<file path="src/rtl/coordinate_sequencer_2d.sv">
// Walks window origins over a WxH map per channel, emitting (row, col, ch) and a linear address under valid/ready.
// Optional macro COORD_SEQ_ADDR_EN builds the address datapath; otherwise o_addr is tied to 0.
module coordinate_sequencer_2d #(
    parameter int ADDR_WIDTH = 8,
    parameter int CH_WIDTH   = 4
) (
    input  logic                  i_clk,
    input  logic                  i_nrst,
    input  logic                  i_reg_clear,
    input  logic                  i_start,
    input  logic [ADDR_WIDTH-1:0] i_o_width,
    input  logic [ADDR_WIDTH-1:0] i_o_height,
    input  logic [ADDR_WIDTH-1:0] i_stride,
    input  logic [CH_WIDTH-1:0]   i_num_ch,
    input  logic [ADDR_WIDTH-1:0] i_i_width,
    input  logic [ADDR_WIDTH-1:0] i_start_addr,
    input  logic                  i_ready,
    output logic [ADDR_WIDTH-1:0] o_o_x,
    output logic [ADDR_WIDTH-1:0] o_o_y,
    output logic [CH_WIDTH-1:0]   o_ch,
    output logic [ADDR_WIDTH-1:0] o_addr,
    output logic                  o_valid,
    output logic                  o_last,
    output logic                  o_busy,
    output logic                  o_done
);
    localparam logic [ADDR_WIDTH-1:0] A_ONE = 1;
    localparam logic [CH_WIDTH-1:0]   C_ONE = 1;

    typedef enum logic [1:0] {IDLE, RUN, DONE} state_t;
    state_t state, state_nxt;

    logic [ADDR_WIDTH-1:0] w_q, h_q, s_q;
    logic [CH_WIDTH-1:0]   c_q;
    logic [ADDR_WIDTH-1:0] col_idx, row_idx, x_q, y_q;
    logic [CH_WIDTH-1:0]   ch_q;

    logic start_ok, zero_size, fire, col_end, row_end, ch_end, is_last;

    assign start_ok  = i_start && (state != RUN);
    assign zero_size = (i_o_width == '0) || (i_o_height == '0) || (i_num_ch == '0);
    assign fire      = (state == RUN) && i_ready;
    // Index counters keep the end-of-loop compare free of any multiply.
    assign col_end   = col_idx == (w_q - A_ONE);
    assign row_end   = row_idx == (h_q - A_ONE);
    assign ch_end    = ch_q == (c_q - C_ONE);
    assign is_last   = col_end && row_end && ch_end;

    always_ff @(posedge i_clk or negedge i_nrst) begin
        if (!i_nrst) state <= IDLE;
        else         state <= state_nxt;
    end

    always_comb begin
        state_nxt = state;
        case (state)
            IDLE, DONE: if (i_start) state_nxt = zero_size ? DONE : RUN;
            RUN:        if (i_ready && is_last) state_nxt = DONE;
            default:    state_nxt = IDLE;
        endcase
        if (i_reg_clear) state_nxt = IDLE;
    end

    always_ff @(posedge i_clk or negedge i_nrst) begin
        if (!i_nrst) begin
            w_q <= '0; h_q <= '0; s_q <= '0; c_q <= '0;
            col_idx <= '0; row_idx <= '0; x_q <= '0; y_q <= '0; ch_q <= '0;
        end else if (i_reg_clear) begin
            w_q <= '0; h_q <= '0; s_q <= '0; c_q <= '0;
            col_idx <= '0; row_idx <= '0; x_q <= '0; y_q <= '0; ch_q <= '0;
        end else if (start_ok) begin
            w_q <= i_o_width; h_q <= i_o_height; s_q <= i_stride; c_q <= i_num_ch;
            col_idx <= '0; row_idx <= '0; x_q <= '0; y_q <= '0; ch_q <= '0;
        end else if (fire) begin
            if (is_last) begin
                col_idx <= '0; row_idx <= '0; x_q <= '0; y_q <= '0; ch_q <= '0;
            end else if (!col_end) begin
                col_idx <= col_idx + A_ONE;
                y_q     <= y_q + s_q;
            end else begin
                col_idx <= '0;
                y_q     <= '0;
                if (!row_end) begin
                    row_idx <= row_idx + A_ONE;
                    x_q     <= x_q + s_q;
                end else begin
                    row_idx <= '0;
                    x_q     <= '0;
                    ch_q    <= ch_q + C_ONE;
                end
            end
        end
    end

    assign o_valid = (state == RUN);
    assign o_busy  = (state == RUN);
    assign o_done  = (state == DONE);
    assign o_last  = o_valid && is_last;
    assign o_o_x   = x_q;
    assign o_o_y   = y_q;
    assign o_ch    = ch_q;

`ifdef COORD_SEQ_ADDR_EN
    logic [ADDR_WIDTH-1:0]   iw_q, sa_q;
    logic [2*ADDR_WIDTH-1:0] prod, addr_full;

    always_ff @(posedge i_clk or negedge i_nrst) begin
        if (!i_nrst) begin
            iw_q <= '0; sa_q <= '0;
        end else if (i_reg_clear) begin
            iw_q <= '0; sa_q <= '0;
        end else if (start_ok) begin
            iw_q <= i_i_width; sa_q <= i_start_addr;
        end
    end

    assign prod      = {{ADDR_WIDTH{1'b0}}, x_q} * {{ADDR_WIDTH{1'b0}}, iw_q};
    assign addr_full = prod + {{ADDR_WIDTH{1'b0}}, sa_q} + {{ADDR_WIDTH{1'b0}}, y_q};
    // Gated so the stale base address never shows outside RUN.
    assign o_addr    = o_valid ? addr_full[ADDR_WIDTH-1:0] : '0;
`else
    logic unused_addr_in;
    assign unused_addr_in = ^{i_i_width, i_start_addr};
    assign o_addr = '0;
`endif

endmodule
</file>
<file path="config.mk">
export PLATFORM = sky130hd
export DESIGN_NAME = coordinate_sequencer_2d
export DESIGN_NICKNAME = d
export VERILOG_FILES = /design/src/rtl/coordinate_sequencer_2d.sv
export SDC_FILE = /design/constraint.sdc
export NUM_CORES = 1
export LEC_CHECK = 0
export BUFFER_PORTS_ARGS = -buffer_cell sky130_fd_sc_hd__buf_2
export CORE_UTILIZATION = 55
export DETAILED_ROUTE_END_ITERATION = 12
export GPL_ROUTABILITY_DRIVEN = 0
export PLACE_DENSITY = 0.9
export SLEW_MARGIN = 10
export SYNTH_ARGS = -nofsm -noshare
export SYNTH_HDL_FRONTEND = slang
export SYNTH_SLANG_ARGS = --single-unit
</file>
<file path="constraint.sdc">
create_clock -name i_clk -period 4.53 [get_ports i_clk]
set_input_delay 0.906 -clock i_clk [delete_from_list [all_inputs] [get_ports i_clk]]
set_output_delay 0.906 -clock i_clk [all_outputs]
set_load 0.01 [all_outputs]
</file>
**After elaboration in Yosys (flattened, before gate mapping)**

Index checks and enable logic that the tools add are counted.
W data, S select, Z words.

- Reductions and logical operators: 20
- Add/sub/neg operators: 8
- Equal/unequal tests: 8
- Muxes and demuxes: 41

Operator list:

| operator | count |
|---|---|
| $mux W8 | 28 |
| $mux W4 | 8 |
| $add A8 B1 Y8 const B | 2 |
| $add A8 B8 Y8 | 2 |
| $eq A8 B8 Y1 | 2 |
| $logic_not A8 Y1 | 2 |
| $sub A8 B1 Y8 const B | 2 |
| $mux W2 | 4 |
| $reduce_bool A4 Y1 | 2 |
| $logic_and A1 B1 Y1 | 6 |
| $add A4 B1 Y4 const B | 1 |
| $eq A4 B4 Y1 | 1 |
| $logic_not A4 Y1 | 1 |
| $pmux W2 S2 | 1 |
| $reduce_and A2 Y1 | 2 |
| $sub A4 B1 Y4 const B | 1 |
| $ne A3 B2 Y1 const B | 1 |
| $ne A3 B3 Y1 const B | 1 |
| $reduce_and A3 Y1 | 1 |
| $reduce_bool A3 Y1 | 1 |
| $eq A2 B1 Y1 const B | 1 |
| $eq A2 B2 Y1 const B | 1 |
| $logic_not A2 Y1 | 1 |
| $logic_or A1 B1 Y1 | 2 |
| other kinds (3) | 3 |

- Input bits: 49
- Register bits: 66

**Logic depth before layout (Yosys ltp)**

Gate-level depths: netlist of the first run.

- Word-level depth: 8
- Depth in mapped cells: 11

**Worst setup path before layout of the first run**

OpenSTA, ideal clock, no wires.

- Path type: register -> output
- Start: register h_q[0]
- End: output port o_last
- Required time: 3.624 ns
- Setup slack: 1.404 ns
- Stages on the path, launching flop included: 10
- Data arrival time: 2.220 ns
- Cell sequence: dfrtp_1 -> inv_1 -> ha_1 -> clkbuf_1 -> o21bai_1 -> a2111oi_0 -> a311oi_1 -> a211oi_2 -> nand3_1 -> nor2_1

- Word-level cells in the longest chain between the ends: 5

Ends and longest elaborated chain:

| element | line | text |
|---|---|---|
| start: declaration | 33 | `logic [ADDR_WIDTH-1:0] w_q, h_q, s_q;` |
| start signal: assignment | 72 | `w_q <= i_o_width; h_q <= i_o_height; s_q <= i_stride; c_q <= i_num_ch;` |
| $sub A8 B1 Y8 | 45 | `assign row_end = row_idx == (h_q - A_ONE);` |
| $eq A8 B8 Y1 | 45 |  |
| $logic_and A1 B1 Y1 (2 in a row) | 47 | `assign is_last = col_end && row_end && ch_end;` |
| $logic_and A1 B1 Y1 | 98 | `assign o_last = o_valid && is_last;` |
| end: declaration | 23 | `output logic o_last,` |

No other way between the ends.

**Worst setup path in the final report of the first run**

Same ends and word-level chain as after synthesis.

==> results of run 1 <==
==> Yosys cell counts (3+ instances only) <==
cell type,instances
nand2b_1,26
nor3_1,10
o21bai_1,4
o41ai_1,4
clkbuf_1,16
and3_1,4
nor2b_1,3
nor4_1,5
o31ai_1,7
o21ai_0,43
a21oi_1,14
inv_1,15
nand3_1,8
a211oi_1,3
o211ai_1,3
nand2_1,62
xor2_1,16
nand3b_1,11
nor2_1,22
a21o_1,8
a31oi_1,3
dfrtp_1,66
buf_4,9
xnor2_1,21
nand4_1,5
buf_2,4
a22o_1,13
ha_1,20
==> power groups by stage <==
stage	Clock [mW]	Sequential, mW	Combinational (mW)
after floorplan	0	0.676	0.214
after global placement	0	0.683	0.278
after detailed placement	0	0.686	0.297
after CTS	0.467	0.676	0.301
after global routing	0.496	0.682	0.336
final	0.468	0.677	0.302
==> kinds of logic (layout without fill, tap and decap cells) <==
kind of cell	Yosys count	in the layout	synth area share (%)
compound gates	116	116	18.67
xor+xnor	37	37	7.713
fa+ha+maj	22	22	6.909
buf+inv	45	91	5.122
flops	66	66	39.31
mux	3	3	0.7742
other cells	1	8	0.08925
simple gates	173	173	21.41
==> final cells by class <==
cell class	count	share of cell area (%)
clock inverters	2	0.2133
well taps	99	2.640
flip-flops and latches	66	35.20
repair buffers	60	6.667
multi-input cells	359	50.40
inverters	15	1.200
clock buffers	14	3.680
==> per-layer routing <==
metal | vias up | track usage (%)
met2 | 129 | 46.63
met4 | 0 | 7.937
li1 | 1725 | -
met1 | 1768 | 34.44
met3 | 15 | 8.310
met5 | - | 0
==> final timing paths <==
path,startpoint,endpoint,slack (ns)
setup / recovery,h_q[0]$_DFFE_PN0N_,o_last,0.50
hold / removal,w_q[7]$_DFFE_PN0N_,w_q[7]$_DFFE_PN0N_,0.52
setup reg to reg,h_q[0]$_DFFE_PN0N_,row_idx[0]$_DFFE_PN0P_,1.34
hold reg to reg,w_q[7]$_DFFE_PN0N_,w_q[7]$_DFFE_PN0N_,0.52
max in group asynchronous,i_nrst,row_idx[2]$_DFFE_PN0P_,3.25
min in group asynchronous,i_nrst,w_q[4]$_DFFE_PN0N_,0.58
==> worst max-delay path, stage by stage (launching register included) <==
cell	delay [ns]
dfrtp_1	0.46
inv_1	0.09
ha_1	0.30
o21bai_1	0.21
a2111oi_0	0.44
a311oi_1	0.12
a211oi_2	0.48
nand3_1	0.37
nor2_1	0.16
buf_2	0.14
==> stage by stage <==
step                      hold WS (ns)  instance area (um2)  util [%]
after floorplan                 0.4689                 4228         -
after global placement          0.4890                 4507     61.48
after detailed placement        0.4967                 4507     61.48
after CTS                       0.5108                 4690     63.97
after global routing            0.5454                 4692     64.00
final                           0.5159                 4692     64.00
==> sequential cells by signal, summed over array words and instances (netlist names) <==
signal and count:
state 2, o_o_x 8, h_q 8, o_o_y 8, col_idx 8, row_idx 8, c_q 4, o_ch 4
w_q 8, s_q 8
==> results by group, run 1 <==
STA
  • Worst slew pin tran: 0.9336 ns
  • Worst setup margin: 0.4975 ns
  • Fmax: 248.0 MHz
  • # setup viols final: 0
  • Unrepaired setup endpoints after global routing: false
  • Final TNS setup: 0 ns
  • Final Skew: 0.006493 ns
  • Final Max Slew Viols: 0
  • Worst slew margin: 37.53%
  • Fin crit share: 89.02%
  • Min Tclk post-route: 4.033 ns
  • Fin. Hold Viols: 0

Power and ir drop
  • Sw frac: 31.29%
  • Overall Power: 1.447 mW
  • Peak VDD IR: 0.2081 mV
  • Logic pwr share: 20.9%
  • Sequential power share: 46.8%
  • Clock share of power: 32.3%
  • Power Internal: 0.9944 mW
  • Net Sw Power: 0.4529 mW
  • P_leak: 2.238 nW
  • P per Cell Area: 308.5 mW/mm2

Detailed routing
  • Via density: 5.914
  • Post-Route WL: 10,320 um
  • Iteration-0 DRC Markers: 354
  • Met3 wire length: 646 um
  • Remaining DRCs: 0
  • Routed vias: 3,637
  • Average wire per standard cell: 16.77 um
  • Final ANT Viol Nets: 0
  • Met2 wire length: 5163 um
  • DRT met1 WL: 4357 um
  • Drt first pass iters: 4
  • Top sig layer: met4

GRT
  • GRT overflow: 0
  • Vias in the first global route: 3,581
  • First-pass GRT wire length: 16,570 um
  • Largest net degree at the start of global routing: 50
  • Global Route Usage Sum: 27.64%
  • Antenna violations before repair: 0

Layout
  • Multi-input logic area: 0.002365 mm2
  • # fillers: 613
  • Syn-to-layout area delta: 11.67%
  • Most frequent cells in the layout: 66 x dfrtp_1, 62 x nand2_1, 55 x buf_2
  • Fin nets: 582
  • Fin cells: 615
  • FF+latch area: 0.001652 mm2
  • Layout cell share with drive strength beyond 1: 16.67%
  • N_diodes: 0
  • Most common cell after layout, fill and taps aside: dfrtp_1

Clock network
  • Clock slew at reported path FFs: 0.08 ns
  • CTS Hold Bufs: 0
  • Postcts setup bufs: 0
  • Num CTS Buffers: 9
  • CTS tree: yes
  • Resized cells post-CTS: 0
  • H-tree depth: 3
  • CTS root buf: clkbuf_8
  • Worst-Skew Late Latency: 0.35 ns
  • Sink Count: 66
  • Clock buffer depth: 2

Synthesis
  • Sequential fraction of the synthesis area: 39.31%
  • Top post-synthesis cells by area: dfrtp_1 39%, ha_1 6.0%, nand2_1 5.5%
  • Syn_area_per_cell: 9.075 um2
  • Post-synth EDFFs: 0
  • YS warnings: 0
  • Seq cells post-synth: 66
  • FFs w/ async S/R, synth: 100.0%
  • Synth top area share: 39.31%
  • Synth area leader: dfrtp_1
  • Syn Inst Count: 463
  • Mapped Area: 0.004202 mm2
  • Main synth FF type: dfrtp_1
  • Unique masters post-synth: 57

Worst setup path
  • CP Max Fanout: 8
  • Crit Path Category: reg -> out
  • Nature of the critical path endpoint: output pin
  • R2R depth: 9
  • CP startpoint kind: flop
  • CP Data Arrival Time: 3.13 ns
  • CP required: 3.62 ns

Floorplan
  • IO Count: 81
  • Initial Util: 57.31%
  • Die width: 89.40 um
  • Core area: 0.007331 mm2
  • Die ar.: 0.007992 mm2
  • Die Span Y: 89.40 um
  • Site Rows: 31

Place
  • IO buf count: 56
  • Post-Place Cells: 599
  • Pre-CTS WS: 0.9824 ns
  • Post-DP HPWL: 7375 um

Outcome
  • Status: finished, final reports clean

Flow run
  • Max-Cap Viols: 0

Min path
  • Hold path cells: 2
  • Hold Crit Class: reg -> reg
Power figures use the tool's default switching activity.
==> run 2, diff against run 1 <==
- CORE_ASPECT_RATIO: unset -> 1.4
==> run 2 against run 1 <==
Sequential power about the same. Non-clock buffer count unchanged. Sequential share of layout area about the same. Routed wire length down 6.2%. Largest power group unchanged. Highest routed layer unchanged.
==> results by group, run 2 (synthesized netlist as in run 1, its figures left out) <==
Outcome
  • Status: finished, final reports clean

Worst setup path
  • Nature of the critical path endpoint: output pin
  • Slowest CP cell: a2111oi_0
  • Worst-path cell chain: inv_1 > ha_1 > o21bai_1 > a2111oi_0 > a311oi_1 > a211oi_2 > nand3_1 > nor2_1 > buf_2
  • CP required: 3.62 ns (about the same)
  • Delay of the slowest critical-path stage: 0.47 ns (about the same)
  • CP Data Arrival Time: 3.07 ns (-0.06 ns)
  • CP Buf/Inv Count: 2 (unchanged)
  • CP startpoint kind: flop
  • CP Max Fanout: 8 (unchanged)
  • Kind of cell adding the most delay to the critical path: compound AO/OA/AOI/OAI gates
  • Crit Path Category: reg -> out

Clock network
  • Num CTS Buffers: 9 (unchanged)
  • CTS root buf: clkbuf_8
  • H-tree depth: 3 (unchanged)
  • Postcts setup bufs: 0 (unchanged)
  • CTS tree: yes
  • Worst-Skew Late Latency: 0.35 ns (about the same)
  • Sink Count: 66 (unchanged)
  • Clock buffer depth: 2 (unchanged)
  • CTS Hold Bufs: 0 (unchanged)
  • Clock slew at reported path FFs: 0.07 ns (about the same)
  • Resized cells post-CTS: 0 (unchanged)

Layout
  • Syn-to-layout area delta: 11.55%
  • Layout cell share with drive strength beyond 1: 16.67% (unchanged)
  • Most frequent cells in the layout: 66 x dfrtp_1, 62 x nand2_1, 56 x buf_2
  • N_diodes: 0 (unchanged)
  • Fin nets: 582 (unchanged)
  • Post-route cell area: 0.004687 mm2 (-0.11%)
  • # fillers: 587 (-4.2%)
  • Most common cell after layout, fill and taps aside: dfrtp_1

GRT
  • Antenna violations before repair: 0 (unchanged)
  • Vias in the first global route: 3,591 (+0.28%)
  • GRT overflow: 0 (unchanged)
  • First-pass GRT wire length: 16,400 um (-1.0%)
  • Largest net degree at the start of global routing: 48 (-4.0%)
  • Global Route Usage Sum: 27.22% (-0.42 points)

Power and ir drop
  • Overall Power: 1.432 mW (-1.1%)
  • P per Cell Area: 305.5 mW/mm2 (-0.95%)
  • Peak VDD IR: 0.2353 mV (+13%)
  • P_leak: 2.238 nW (about the same)

Floorplan
  • Initial Util: 57.08% (-0.23 points)
  • Site Rows: 37 (+19%)
  • Core area: 0.007361 mm2 (+0.41%)
  • Die Span Y: 105.4 um (+18%)
  • Die width: 75.87 um (-15%)
  • IO Count: 81 (unchanged)
  • Die ar.: 0.007998 mm2 (about the same)

STA
  • Fin Hold WS: 0.5077 ns (-0.008226 ns)
  • Fin. Hold Viols: 0 (unchanged)
  • Worst slew pin tran: 1.025 ns (+0.09137 ns)
  • # setup viols final: 0 (unchanged)
  • Final Skew: 0.006840 ns (+0.0003475 ns)
  • Final TNS setup: 0 ns (unchanged)
  • Fin crit share: 87.74% (-1.3 points)
  • Unrepaired setup endpoints after global routing: false
  • Worst slew margin: 31.67% (-5.9 points)
  • Fmax: 251.6 MHz (+1.5%)
  • Final Max Slew Viols: 0 (unchanged)
  • Min Tclk post-route: 3.975 ns (-0.05774 ns)

Detailed routing
  • Routed vias: 3,595 (-1.2%)
  • Via density: 5.865 (-0.83%)
  • Remaining DRCs: 0 (unchanged)
  • Average wire per standard cell: 15.79 um (-5.9%)
  • Drt first pass iters: 5 (+1)
  • Iteration-0 DRC Markers: 234 (-34%)
  • Final ANT Viol Nets: 0 (unchanged)
  • Post-Route WL: 9677 um (-6.2%)

Place
  • Post-place instance area: 0.004504 mm2 (about the same)
  • Post-DP HPWL: 7115 um (-3.5%)
  • IO buf count: 56 (unchanged)

Flow run
  • Max-Cap Viols: 0 (unchanged)

Min path
  • Hold Crit Class: reg -> reg
==> run 2: cell counts in the layout (fill, tap and decap cells not counted) <==
Identical to the previous run, type by type.
==> run 2: path summary, 6_finish.rpt <==
| check | from | end | slack, ns | cells past startpoint |
|---|---|---|---|---|
| worst max-delay path | h_q[0]$_DFFE_PN0N_ | o_last | 0.56 | 9 |
| worst min-delay path | w_q[7]$_DFFE_PN0N_ | w_q[7]$_DFFE_PN0N_ | 0.51 | 2 |
| min in group asynchronous | i_nrst | o_o_x[0]$_DFFE_PN0P_ | 0.73 | 1 |
| max in group asynchronous | i_nrst | col_idx[3]$_DFFE_PN0P_ | 2.95 | 2 |
| worst max register to register | w_q[0]$_DFFE_PN0N_ | o_o_x[7]$_DFFE_PN0P_ | 1.35 | 10 |
| worst min register to register | w_q[7]$_DFFE_PN0N_ | w_q[7]$_DFFE_PN0N_ | 0.51 | 2 |
==> run 2: where the power goes <==
part / total [mW] / switching (mW) / internal, mW
Sequential: 0.677 / 0.0507 / 0.626
Combinational: 0.293 / 0.168 / 0.125
Clock: 0.462 / 0.220 / 0.242
==> run 2: per-layer routing <==
| layer | GRT usage, % | up-vias | share of wire, % | wire (um) |
|---|---|---|---|---|
| li1 | - | 1718 | - | - |
| met2 | 44.50 | 126 | 52 | 4996 |
| met1 | 33.69 | 1730 | 41 | 3970 |
| met3 | 5.258 | 21 | 5.0 | 481 |
| met4 | 12.83 | 0 | 2.4 | 229 |
| met5 | 0 | - | 0 | 0 |
==> run 2: worst register-to-register path, delay by kind of cell (launching register included) <==
family / cells / cell delay [ns]
flops: 1 / 0.43
simple gates: 1 / 0.41
buf+inv: 2 / 0.39
fa+ha+maj: 1 / 0.26
compound gates: 6 / 1.60
==> run 2: cell type report <==
class                   count  area, um2  area share (%)
clock buffers              14      172.7           3.684
clock inverters             2      10.01          0.2136
inverters                  15      56.30           1.201
multi-input cells         359       2365           50.45
flip-flops and latches     66       1652           35.24
well taps                  97      121.4           2.589
repair buffers             60      310.3           6.620
==> run 2: metrics by stage <==
step,utilization (%),instances,worst slack (ns)
floorplan,-,470,1.404
global placement,61.19,597,1.092
detailed placement,61.19,597,0.9856
CTS,63.68,613,0.5846
global route,63.68,613,0.3838
finish,63.68,613,0.5552
==> run 3, diff against run 2 <==
- BUFFER_PORTS_ARGS: -buffer_cell sky130_fd_sc_hd__buf_2 -> unset
- DONT_BUFFER_PORTS: unset -> 1
- PLACE_DENSITY: 0.9 -> 0.81
==> run 3 against run 2 <==
Non-clock buffer count decreased by 57. Sequential cell count unchanged. Critical path depth decreased by 1. Sequential share of layout area increased by 1.9 points. Global-route usage decreased by 1.3 points. Die area unchanged. Highest routed layer unchanged. Final cell count decreased by 9.3%.
==> results by group, run 3 (synthesized netlist as in run 1, its figures left out) <==
Layout
  • N_diodes: 0 (unchanged)
  • Multi-input logic area: 0.002365 mm2 (unchanged)
  • Layout cell share with drive strength beyond 1: 6.754% (-9.9 points)
  • # fillers: 617 (+5.1%)
  • FF+latch area: 0.001652 mm2 (unchanged)
  • Most frequent cells in the layout: 66 x dfrtp_1, 62 x nand2_1, 43 x o21ai_0
  • Post-route cell area: 0.004444 mm2 (-5.2%)
  • Fin nets: 525 (-9.8%)
  • Most common cell after layout, fill and taps aside: dfrtp_1
  • Syn-to-layout area delta: 5.777%

Clock network
  • Sink Count: 66 (unchanged)
  • CTS Hold Bufs: 0 (unchanged)
  • Worst-Skew Late Latency: 0.36 ns (about the same)
  • Clock buffer depth: 2 (unchanged)
  • CTS tree: yes
  • Resized cells post-CTS: 0 (unchanged)
  • Clock slew at reported path FFs: 0.07 ns (about the same)
  • H-tree depth: 3 (unchanged)
  • Num CTS Buffers: 9 (unchanged)
  • CTS root buf: clkbuf_8
  • Postcts setup bufs: 0 (unchanged)

Detailed routing
  • Via density: 6.032 (+2.9%)
  • Post-Route WL: 9535 um (-1.5%)
  • Average wire per standard cell: 17.15 um (+8.6%)
  • Met2 wire length: 4701 um (-5.9%)
  • Routed vias: 3,354 (-6.7%)
  • DRT met1 WL: 3800 um (-4.3%)
  • Top sig layer: met4
  • Remaining DRCs: 0 (unchanged)
  • Iteration-0 DRC Markers: 234 (unchanged)
  • Drt first pass iters: 4 (-1)
  • Met3 wire length: 715 um (+49%)
  • Final ANT Viol Nets: 0 (unchanged)

Flow run
  • Max-Cap Viols: 0 (unchanged)

STA
  • Final Skew: 0.007410 ns (+0.0005695 ns)
  • Fin crit share: 88.41% (+0.67 points)
  • Worst slew pin tran: 0.9217 ns (-0.1033 ns)
  • Fmax: 249.7 MHz (-0.76%)
  • # setup viols final: 0 (unchanged)
  • Final Max Slew Viols: 0 (unchanged)
  • Worst slew margin: 38.33% (+6.7 points)
  • Unrepaired setup endpoints after global routing: false
  • Fin. Hold Viols: 0 (unchanged)
  • Min Tclk post-route: 4.005 ns (+0.03028 ns)
  • Final TNS setup: 0 ns (unchanged)

GRT
  • Antenna violations before repair: 0 (unchanged)
  • GRT overflow: 0 (unchanged)
  • Global Route Usage Sum: 25.88% (-1.3 points)
  • First-pass GRT wire length: 15,480 um (-5.6%)
  • Largest net degree at the start of global routing: 67 (+40%)
  • Vias in the first global route: 3,368 (-6.2%)

Place
  • IO buf count: 0 (-100%)
  • Post-place instance area: 0.004217 mm2 (-6.4%)
  • Post-DP HPWL: 6772 um (-4.8%)

Worst setup path
  • Crit Path Category: reg -> out
  • CP Data Arrival Time: 3.10 ns (+0.03 ns)
  • R2R depth: 10 (unchanged)
  • CP Max Fanout: 8 (unchanged)
  • CP required: 3.62 ns (about the same)
  • Nature of the critical path endpoint: output pin
  • Register-to-register setup slack: 1.26 ns (-0.09 ns)
  • CP startpoint kind: flop

Outcome
  • Status: finished, final reports clean

Floorplan
  • Die width: 75.87 um (unchanged)
  • Die ar.: 0.007998 mm2 (unchanged)
  • Die Span Y: 105.4 um (unchanged)
  • Site Rows: 37 (unchanged)
  • Core area: 0.007361 mm2 (unchanged)
  • Initial Util: 57.08% (unchanged)
  • IO Count: 81 (unchanged)

Min path
  • Hold Crit Class: in -> async

Power and ir drop
  • P_leak: 1.994 nW (-11%)
  • Power Internal: 1.057 mW (+6.4%)
  • Net Sw Power: 0.4364 mW (-0.47%)
  • P per Cell Area: 336.1 mW/mm2 (+10%)
  • Peak VDD IR: 0.2412 mV (+2.5%)
  • Clock share of power: 38.0% (+5.7 points)
  • Sequential power share: 45.8% (-1.5 points)
  • Logic pwr share: 16.2% (-4.3 points)
  • Sw frac: 29.22% (-1.4 points)
run 3: power groups by stage:
stage               Combinational (mW)  Sequential [mW]  Clock, mW
floorplan                        0.214            0.676          0
global placement                 0.225            0.694          0
detailed placement               0.238            0.695          0
CTS                              0.241            0.684      0.576
global route                     0.271            0.689      0.600
finish                           0.242            0.684      0.568
run 3: cell type report:
type | instances | area share (%)
multi-input combinational | 359 | 53.21
sequential | 66 | 37.16
clock buffer | 10 | 3.097
tap | 97 | 2.731
clock inverter | 6 | 2.027
inverter | 15 | 1.267
timing repair buffer | 3 | 0.5068
run 3: worst paths after layout:
| check | start | to |
|---|---|---|
| setup / recovery | h_q[0]$_DFFE_PN0N_ | o_last |
| hold / removal | i_nrst | o_o_x[0]$_DFFE_PN0P_ |
| setup reg to reg | w_q[0]$_DFFE_PN0N_ | row_idx[6]$_DFFE_PN0P_ |
| hold reg to reg | w_q[7]$_DFFE_PN0N_ | w_q[7]$_DFFE_PN0N_ |
| max in group asynchronous | i_nrst | w_q[2]$_DFFE_PN0N_ |
| min in group i_clk | w_q[7]$_DFFE_PN0N_ | w_q[7]$_DFFE_PN0N_ |
run 3: critical path: stages, from the launching register on:
cell,delay (ns)
dfrtp_1,0.45
inv_1,0.08
ha_1,0.31
o21bai_1,0.19
a2111oi_0,0.49
a311oi_1,0.12
a211oi_2,0.45
nand3_1,0.30
nor2_1,0.34
run 3: routing by layer:
metal / GRT usage, % / vias to the layer above
met4: 13.89 / 0
met1: 31.34 / 1611
li1: - / 1606
met2: 40.71 / 114
met3: 7.170 / 23
met5: 0 / -
run 3: metrics by stage:
| stage | util [%] | hold WS, ns | std cells | worst slack (ns) | total power, mW |
|---|---|---|---|---|---|
| after floorplan | - | 0.4689 | 470 | 1.404 | 0.8896 |
| after global placement | 57.28 | 0.4858 | 540 | 1.103 | 0.9189 |
| after detailed placement | 57.28 | 0.5057 | 540 | 0.9112 | 0.9333 |
| after CTS | 60.38 | 0.2203 | 556 | 0.5183 | 1.501 |
| after global routing | 60.38 | 0.2196 | 556 | 0.2938 | 1.560 |
| final | 60.38 | 0.2376 | 556 | 0.5249 | 1.494 |
